--- config.mk ---
export PLATFORM = sky130hd
export DESIGN_NAME = ros_readout_serializer
export DESIGN_NICKNAME = d
export VERILOG_FILES = /design/src/rtl/ros_readout_serializer.sv
export SDC_FILE = /design/constraint.sdc
export NUM_CORES = 1
export LEC_CHECK = 0
export BUFFER_PORTS_ARGS = -buffer_cell sky130_fd_sc_hd__buf_2
export CORE_AREA = 2 2 85 79
export DETAILED_ROUTE_END_ITERATION = 8
export DIE_AREA = 0 0 87 81
export GPL_TIMING_DRIVEN = 0
export PLACE_DENSITY = 0.84
export SLEW_MARGIN = 20
export SYNTH_ARGS = -nofsm -noshare
export SYNTH_HDL_FRONTEND = slang
export SYNTH_SLANG_ARGS = --single-unit
--- constraint.sdc ---
create_clock -name clk -period 7.6 [get_ports clk]
set_input_delay 0.76 -clock clk [delete_from_list [all_inputs] [get_ports clk]]
set_output_delay 0.76 -clock clk [all_outputs]
set_load 0.03 [all_outputs]
--- src/rtl/ros_readout_serializer.sv ---
// Multi-channel cycle-count readout: frames {HEADER, channel ID, count, even parity}
// are shifted out MSB first, with a clock-XOR Manchester copy on data_stream.
module ros_readout_serializer #(
   parameter int unsigned NUM_CHANNELS   = 4,
   parameter int unsigned COUNTER_LENGTH = 20,
   parameter int unsigned HEADER_LENGTH  = 4,
   parameter logic [HEADER_LENGTH-1:0] HEADER = 4'b1010,
   parameter int unsigned SYNC_STAGES    = 3,
   localparam int unsigned ID_BITS = (NUM_CHANNELS > 1) ? $clog2(NUM_CHANNELS) : 1
) (
   input  logic                                     clk,
   input  logic                                     reset,
   input  logic                                     ena,
   input  logic                                     send_counter,
   input  logic                                     scan_all,
   input  logic [ID_BITS-1:0]                       channel_select,
   input  logic [NUM_CHANNELS*COUNTER_LENGTH-1:0]   cycle_counts,
   output logic                                     data_stream,
   output logic                                     bit_out,
   output logic                                     busy,
   output logic                                     frame_done
);

   localparam int unsigned FRAME_LEN = HEADER_LENGTH + ID_BITS + COUNTER_LENGTH + 1;
   localparam int unsigned CNT_BITS  = $clog2(FRAME_LEN);
   localparam logic [CNT_BITS-1:0] LAST_BIT = CNT_BITS'(FRAME_LEN - 1);
   localparam logic [ID_BITS-1:0]  LAST_CH  = ID_BITS'(NUM_CHANNELS - 1);

   typedef enum logic {IDLE, SHIFT} state_t;

   state_t                  state;
   logic [FRAME_LEN-1:0]    shreg;
   logic [CNT_BITS-1:0]     bit_cnt;
   logic [ID_BITS-1:0]      ch_idx;
   logic                    scan_mode;
   logic [SYNC_STAGES-1:0]  ena_ff;
   logic [SYNC_STAGES-1:0]  send_ff;
   logic [SYNC_STAGES-1:0]  scan_ff;
   logic                    send_prev;
   logic                    ena_sync;
   logic                    scan_sync;
   logic                    start;

   assign ena_sync  = ena_ff[SYNC_STAGES-1];
   assign scan_sync = scan_ff[SYNC_STAGES-1];
   assign start     = send_ff[SYNC_STAGES-1] & ~send_prev;

   assign bit_out     = shreg[FRAME_LEN-1];
   assign data_stream = bit_out ^ clk;

   // Channels outside NUM_CHANNELS match no loop index, so their count field stays zero.
   function automatic logic [FRAME_LEN-1:0] build_frame(
      input logic [ID_BITS-1:0]                     id,
      input logic [NUM_CHANNELS*COUNTER_LENGTH-1:0] counts
   );
      logic [COUNTER_LENGTH-1:0] cnt;
      cnt = '0;
      for (int unsigned k = 0; k < NUM_CHANNELS; k++) begin
         if (ID_BITS'(k) == id) cnt = counts[k*COUNTER_LENGTH +: COUNTER_LENGTH];
      end
      return {HEADER, id, cnt, ^{id, cnt}};
   endfunction

   always_ff @(posedge clk or posedge reset) begin
      if (reset) begin
         ena_ff    <= '0;
         send_ff   <= '0;
         scan_ff   <= '0;
         send_prev <= 1'b0;
      end else begin
         ena_ff    <= {ena_ff[SYNC_STAGES-2:0], ena};
         send_ff   <= {send_ff[SYNC_STAGES-2:0], send_counter};
         scan_ff   <= {scan_ff[SYNC_STAGES-2:0], scan_all};
         send_prev <= send_ff[SYNC_STAGES-1];
      end
   end

   always_ff @(posedge clk or posedge reset) begin
      if (reset) begin
         state      <= IDLE;
         shreg      <= '0;
         bit_cnt    <= '0;
         ch_idx     <= '0;
         scan_mode  <= 1'b0;
         busy       <= 1'b0;
         frame_done <= 1'b0;
      end else begin
         frame_done <= 1'b0;
         case (state)
            IDLE: begin
               shreg   <= '0;
               bit_cnt <= '0;
               ch_idx  <= '0;
               busy    <= 1'b0;
               if (start && ena_sync) begin
                  scan_mode <= scan_sync;
                  ch_idx    <= scan_sync ? '0 : channel_select;
                  shreg     <= build_frame(scan_sync ? '0 : channel_select, cycle_counts);
                  busy      <= 1'b1;
                  state     <= SHIFT;
               end
            end
            SHIFT: begin
               if (!ena_sync) begin
                  shreg   <= '0;
                  bit_cnt <= '0;
                  ch_idx  <= '0;
                  busy    <= 1'b0;
                  state   <= IDLE;
               end else if (bit_cnt == LAST_BIT) begin
                  bit_cnt <= '0;
                  // Next scan frame is loaded on the same edge so its header abuts the parity bit.
                  if (scan_mode && (ch_idx < LAST_CH)) begin
                     ch_idx <= ch_idx + 1'b1;
                     shreg  <= build_frame(ch_idx + 1'b1, cycle_counts);
                  end else begin
                     shreg      <= '0;
                     ch_idx     <= '0;
                     busy       <= 1'b0;
                     frame_done <= 1'b1;
                     state      <= IDLE;
                  end
               end else begin
                  shreg   <= {shreg[FRAME_LEN-2:0], 1'b0};
                  bit_cnt <= bit_cnt + 1'b1;
               end
            end
            default: state <= IDLE;
         endcase
      end
   end

endmodule

==> out/qor.yml, run 1 <==
clock_tree:
  clkLatencyLatePin_ns: 0.41
  post_cts_buffers: 0
  cts_tree: "done"
  clkSlewWorstSetupHoldPaths_ns: 0.09
  cts_resized: 0
  hold_buffers: 0
routing:
  wire_per_inst_um: 18.61
  drtAntennaViolNets: 0
  dr.pass1.iters: 5
  via_per_inst: 6.330
  drc: 0
  drtIter0Drc: 441
  vias: 3684
  wl_um: 10830
worst_setup_path:
  worstRegToRegCells: 12
  r2r-start: "scan_ff[2]"
  cpLargestDelayFamily: "buffers and inverters"
  path_class: "clock port to output port"
  slowest_stage: "buf_2"
  crit_path_start_kind: "clock port"
  worst-path-buf-inv: 3
  arrival_ns: 4.36
  end_kind: "output port"
  r2r_end: "shreg[0]"
  required_ns: 6.84
  path_max_fanout: 2
  path_common_cell: "clkbuf_8"
  path_cells: "clkbuf_8 -> clkbuf_8 -> xor2_1 -> buf_2"
  slowest_delay_ns: 0.21
  crit_start: "clk"
  rrSetupSlack_ns: 4.16
sta:
  tns_ns: 0
  fin_worst_skew_ns: 0.01290
  slew_headroom: 0.6165
  tightest_slew_ns: 0.5752
  rsz0062_at_grt: "no"
  hold_violations: 0
  drv_slew: 0
  setup_viol: 0
finish:
  ff_latch_area_sq_um: 1201
  multiInputGateArea_sq_um: 2059
  layout.nets: 603
  n_fill_cell: 540
  syn_to_final_growth_pct: 20.04
  num_antenna_cells: 0
  layout-drive-gt1-share: 0.2327
global_route:
  grt_pass1_wl_um: 16370
  grt_max_degree: 35
  grt_pass1_vias: 3229
  antenna_found_initial: 0
  grt-ovfl-total: 0
  track_usage: 0.3097
power:
  p_clk_frac: 0.216
  ir_drop_mv: 0.1981
  power_uw: 983.0
  p_per_area_nw_per_um2: 236.7
  comb_power_share: 0.503
  p_seq_frac: 0.282
  p_switching_uw: 362.0
  p_leak_uw: 0.001947
  p_int_uw: 621.0
  swShare: 0.3682
yosys:
  yosysWarnings: 0
  ys_types: 41
  syn_nets: 502
  synth_edf_count: 0
  seq_area_frac_synth: 0.3472
  synth_top_area_cell: "dfrtp_1"
  synth.most_common_cell: "nand2_1"
  synth_top_flop_cell: "dfrtp_1"
  netlist_area_sq_um: 3460
  netlist_top_cells_count: "nand2_1, dfrtp_1, a21oi_1"
  synth.area.top_cells: "dfrtp_1, xnor2_1, o221ai_1, nand2_1, a21oi_1"
  synth.top_cell.area_share: 0.3472
  synth_area_per_cell_sq_um: 8.542
  ys_ff_latch: 48
  syn_inst: 405
  synthArstFlopShare: 1.000
floorplanning:
  die_area_sq_um: 7047
  rows: 28
  initial_utilization: 0.5517
  fp.dieW_um: 87
  die_h_um: 81
  core_area_sq_um: 6271
  io_pins: 91
placement:
  gp_congestion: 1.049
  place.port_buffers: 90
  hpwl_um: 8339
hold_path:
  hold_path_class: "input port to asynchronous set/reset pin"
flow_run:
  maxCapViolations: 0
run_status:
  status: "finished clean"
through the flow:
stage / setup WS [ns] / cell area, sq um / utilization / cells / hold WS [ns]
global route: 2.448 / 4153 / 0.6622 / 582 / 0.3089
finish: 2.483 / 4153 / 0.6622 / 582 / 0.2886
CTS: 2.477 / 4153 / 0.6622 / 582 / 0.2938
global placement: 2.728 / 4004 / 0.6385 / 570 / 0.3325
detailed placement: 2.728 / 4024 / 0.6417 / 571 / 0.3347
floorplan: 2.552 / 3460 / - / 405 / 0.3312
state kept, by name, summed over array words and instances, names as in the netlist:
register and count:
ena_ff 3, scan_mode 1, busy 1, frame_done 1
shreg 27, state 1, bit_cnt 5, scan_ff 3
ch_idx 2, send_prev 1, send_ff 3
placed cells by master, fill, tap and decap left out, types with 15 or more instances in the layout:
cell / n
a21oi_1: 35
nand2_1: 55
o221ai_1: 25
xnor2_1: 26
nor2_1: 23
clkbuf_1: 17
inv_1: 15
o21ai_0: 21
buf_2: 99
dfrtp_1: 48
area by class of cell:
cell class	instances	area share
Multi-Input combinational cell	310	0.4959
Clock inverter	3	0.004519
Sequential cell	48	0.2892
Timing Repair Buffer	90	0.1121
Inverter	18	0.01627
Clock buffer	9	0.02772
Buffer	29	0.03164
Tap cell	75	0.02260
power by group through the flow:
stage	registers [uW]	clock network (uW)	logic, uW
after floorplan	281	15.8	369
after global placement	281	20.4	477
after detailed placement	282	20.4	479
after CTS	277	215	487
after global routing	278	230	532
final	277	212	494
kinds of logic (layout without fill, tap and decap cells):
group,count (synthesis),in the layout,synth area share
AO/OA/AOI/OAI,145,145,0.2915
AND/OR/NAND/NOR,116,116,0.1526
buffers and inverters,47,149,0.05750
multiplexers,1,1,0.002893
flip-flops,48,48,0.3472
adder cells (fa/ha/maj),10,10,0.03617
XOR/XNOR,38,38,0.1121
layer usage:
metal  vias to the layer above  wire (um)  GRT usage
li1                       1681          -          -
met1                      1741       4425     0.4236
met2                       216       5077     0.4756
met3                        46        935    0.06911
met4                         0        392     0.1281
met5                         -          0          0
how the worst max path moves through the flow:
| stage | cells past startpoint | slack [ns] | end |
|---|---|---|---|
| 6_report | 4 | 2.48 | data_stream |
| 5_1_grt | 4 | 2.45 | data_stream |
| 4_1_cts | 4 | 2.48 | data_stream |
| 3_5_place_dp | 2 | 2.73 | data_stream |
| 3_3_place_gp | 2 | 2.73 | data_stream |
| 2_1_floorplan | 1 | 2.55 | data_stream |
Power figures use the tool's default switching activity.
==> run 2: changes to the inputs <==
--- a/config.mk
+++ b/config.mk
@@ -6,11 +6,11 @@
 export NUM_CORES = 1
 export LEC_CHECK = 0
 export BUFFER_PORTS_ARGS = -buffer_cell sky130_fd_sc_hd__buf_2
-export CORE_AREA = 2 2 85 79
+export CORE_AREA = 2 2 88 81
 export DETAILED_ROUTE_END_ITERATION = 8
-export DIE_AREA = 0 0 87 81
+export DIE_AREA = 0 0 90 83
 export GPL_TIMING_DRIVEN = 0
-export PLACE_DENSITY = 0.84
+export PLACE_DENSITY = 0.8
 export SLEW_MARGIN = 20
 export SYNTH_ARGS = -nofsm -noshare
 export SYNTH_HDL_FRONTEND = slang
==> constraint.sdc (replaced) <==
create_clock -name clk -period 5.01 [get_ports clk]
set_input_delay 0.501 -clock clk [delete_from_list [all_inputs] [get_ports clk]]
set_output_delay 0.501 -clock clk [all_outputs]
set_load 0.03 [all_outputs]
==> run 2 against run 1 <==
- die area grew 6.0%
- total power grew 55%
- clock skew shrank 0.0017 ns
- routed wire length grew 3.8%
- register-to-register slack lost 2.7 ns
- clock-buffer cell count grew 1
- worst hold slack lost 0.26 ns
- clock power grew 55%
- first-iteration DRC count grew 7.7%
- cell count grew 2.6%
- non-clock buffer count is the same
- global-route usage shrank 1.1 points
- largest power group unchanged
==> out/qor.yml, run 2 (synthesis gave the netlist of run 1 again) <==
floorplanning:
  die_area_sq_um: 7470  # was 7047 sq um
  core_area_sq_um: 6516  # was 6271 sq um
  rows: 28  # unchanged
  fp.dieW_um: 90  # was 87 um
  die_h_um: 83  # was 81 um
  initial_utilization: 0.5309  # was 0.5517
  io_pins: 91  # unchanged
worst_setup_path:
  required_ns: 4.51  # was 6.84 ns
  rrSetupSlack_ns: 1.48  # was 4.16 ns
  worstRegToRegCells: 12  # unchanged
  path_class: "clock port to output port"  # unchanged
  path_max_fanout: 2  # unchanged
  arrival_ns: 3.07  # was 4.36 ns
  crit_start: "clk"  # unchanged
  crit_path_start_kind: "clock port"  # unchanged
  path_cells: "clkbuf_8 -> clkbuf_8 -> xor2_1 -> buf_2"  # unchanged
  slowest_stage: "buf_2"  # unchanged
  r2r-start: "scan_ff[2]"  # unchanged
  r2r_end: "shreg[0]"  # unchanged
  end_kind: "output port"  # unchanged
  slowest_delay_ns: 0.21  # about the same
  path_common_cell: "clkbuf_8"  # unchanged
sta:
  tightest_slew_ns: 0.6267  # was 0.5752 ns
  max_freq_mhz: 283.2
  rsz0062_at_grt: "no"  # unchanged
  slew_headroom: 0.5807  # was 0.6165
  tns_ns: 0  # unchanged
  drv_slew: 0  # unchanged
  setup_viol: 0  # unchanged
  period_share: 0.7121
  hold_violations: 0  # unchanged
  finalCriticalPeriod_ns: 3.567
  fin_worst_skew_ns: 0.01119  # was 0.01290 ns
  hold_slack_ns: 0.02527  # was 0.2886 ns
clock_tree:
  clkSlewWorstSetupHoldPaths_ns: 0.08  # was 0.09 ns
  cts_tree: "done"  # unchanged
  hold_buffers: 0  # unchanged
  clkLatencyLatePin_ns: 0.41  # about the same
  post_cts_buffers: 0  # unchanged
  cts_resized: 0  # unchanged
run_status:
  status: "finished clean"  # unchanged
finish:
  largest_reg_flops: 27  # unchanged
  final_common_cell: "buf_2"  # unchanged
  layout_common_cells: "buf_2, nand2_1, dfrtp_1"  # unchanged
  layout.nets: 603  # unchanged
  layout-drive-gt1-share: 0.2327  # unchanged
  num_antenna_cells: 0  # unchanged
  largest-register: "shreg"  # unchanged
  layoutNonFillerInstCount: 597  # was 582
  top_regs: "shreg x27, bit_cnt x5"  # unchanged
  syn_to_final_growth_pct: 20.72  # was 20.04%
power:
  swShare: 0.3738  # was 0.3682
  p_clk_frac: 0.215  # was 0.216
  comb_power_share: 0.510  # was 0.503
  p_leak_uw: 0.001950  # was 0.001947 uW
  p_switching_uw: 571.2  # was 362.0 uW
  ir_drop_mv: 0.2220  # was 0.1981 mV
  p_seq_frac: 0.275  # was 0.282
  p_int_uw: 957.0  # was 621.0 uW
  p_per_area_nw_per_um2: 365.9  # was 236.7 nW/um^2
routing:
  drc: 0  # unchanged
  wire_per_inst_um: 18.84  # was 18.61 um
  wl_um: 11250  # was 10,830 um
  drtAntennaViolNets: 0  # unchanged
  vias: 3731  # was 3,684
  drtIter0Drc: 475  # was 441
  via_per_inst: 6.250  # was 6.330
  dr.pass1.iters: 7  # was 5
global_route:
  grt-ovfl-total: 0  # unchanged
  grt_max_degree: 37  # was 35
  track_usage: 0.2982  # was 0.3097
  grt_pass1_wl_um: 17760  # was 16,370 um
  grt_pass1_vias: 3594  # was 3,229
  antenna_found_initial: 0  # unchanged
hold_path:
  hold_path_class: "input port to asynchronous set/reset pin"  # unchanged
placement:
  place_inst: 586  # was 571
  gp_congestion: 0.9797  # was 1.049
  hpwl_um: 8554  # was 8339 um
  place.port_buffers: 90  # unchanged
flow_run:
  maxCapViolations: 0  # unchanged
-- run 2: cell types whose count changed in the layout (fill, tap and decap cells not counted) --
cell and change:
clkinv_4 -1, clkbuf_8 +1
-- run 2: worst max path at each step --
stage                  end  slack (ns)
2_1_floorplan  data_stream        1.52
3_3_place_gp      shreg[0]        1.59
3_5_place_dp      shreg[0]        1.57
4_1_cts        data_stream        1.43
5_1_grt           shreg[0]        1.31
6_report       data_stream        1.44
-- run 2: layout make-up --
cell class	instances	area, sq um
Fill cell	595	2340
Multi-Input combinational cell	310	2059
Sequential cell	48	1201
Timing Repair Buffer	90	465.4
Buffer	29	131.4
Clock buffer	10	128.9
Tap cell	90	112.6
Inverter	18	67.56
Clock inverter	2	10.01
-- run 2: metal layers --
layer,share of wire,GRT usage
met1,0.40,0.4039
met2,0.46,0.4641
met3,0.11,0.07804
met4,0.028,0.1035
met5,0,0
-- run 2: power by group through the flow --
stage                     clock [uW]  sequential, uW  combinational, uW
after global routing             357             422                818
final                            329             420                779
after global placement          30.9             426                724
after CTS                        336             420                760
after detailed placement        30.9             427                748
after floorplan                 24.0             426                560
-- run 2: through the flow --
step           area (sq um)  power (uW)    util  worst slack (ns)
6_report               4177        1528  0.6409             1.443
5_1_grt                4177        1598  0.6409             1.313
4_1_cts                4177        1516  0.6409             1.431
3_5_place_dp           4043        1207  0.6204             1.571
3_3_place_gp           4023        1181  0.6173             1.594
2_1_floorplan          3460        1010       -             1.516
-- run 2: critical path, delay by kind of cell --
kind                   cells  cell delay (ns)
buffers and inverters      3             0.44
XOR/XNOR                   1             0.12
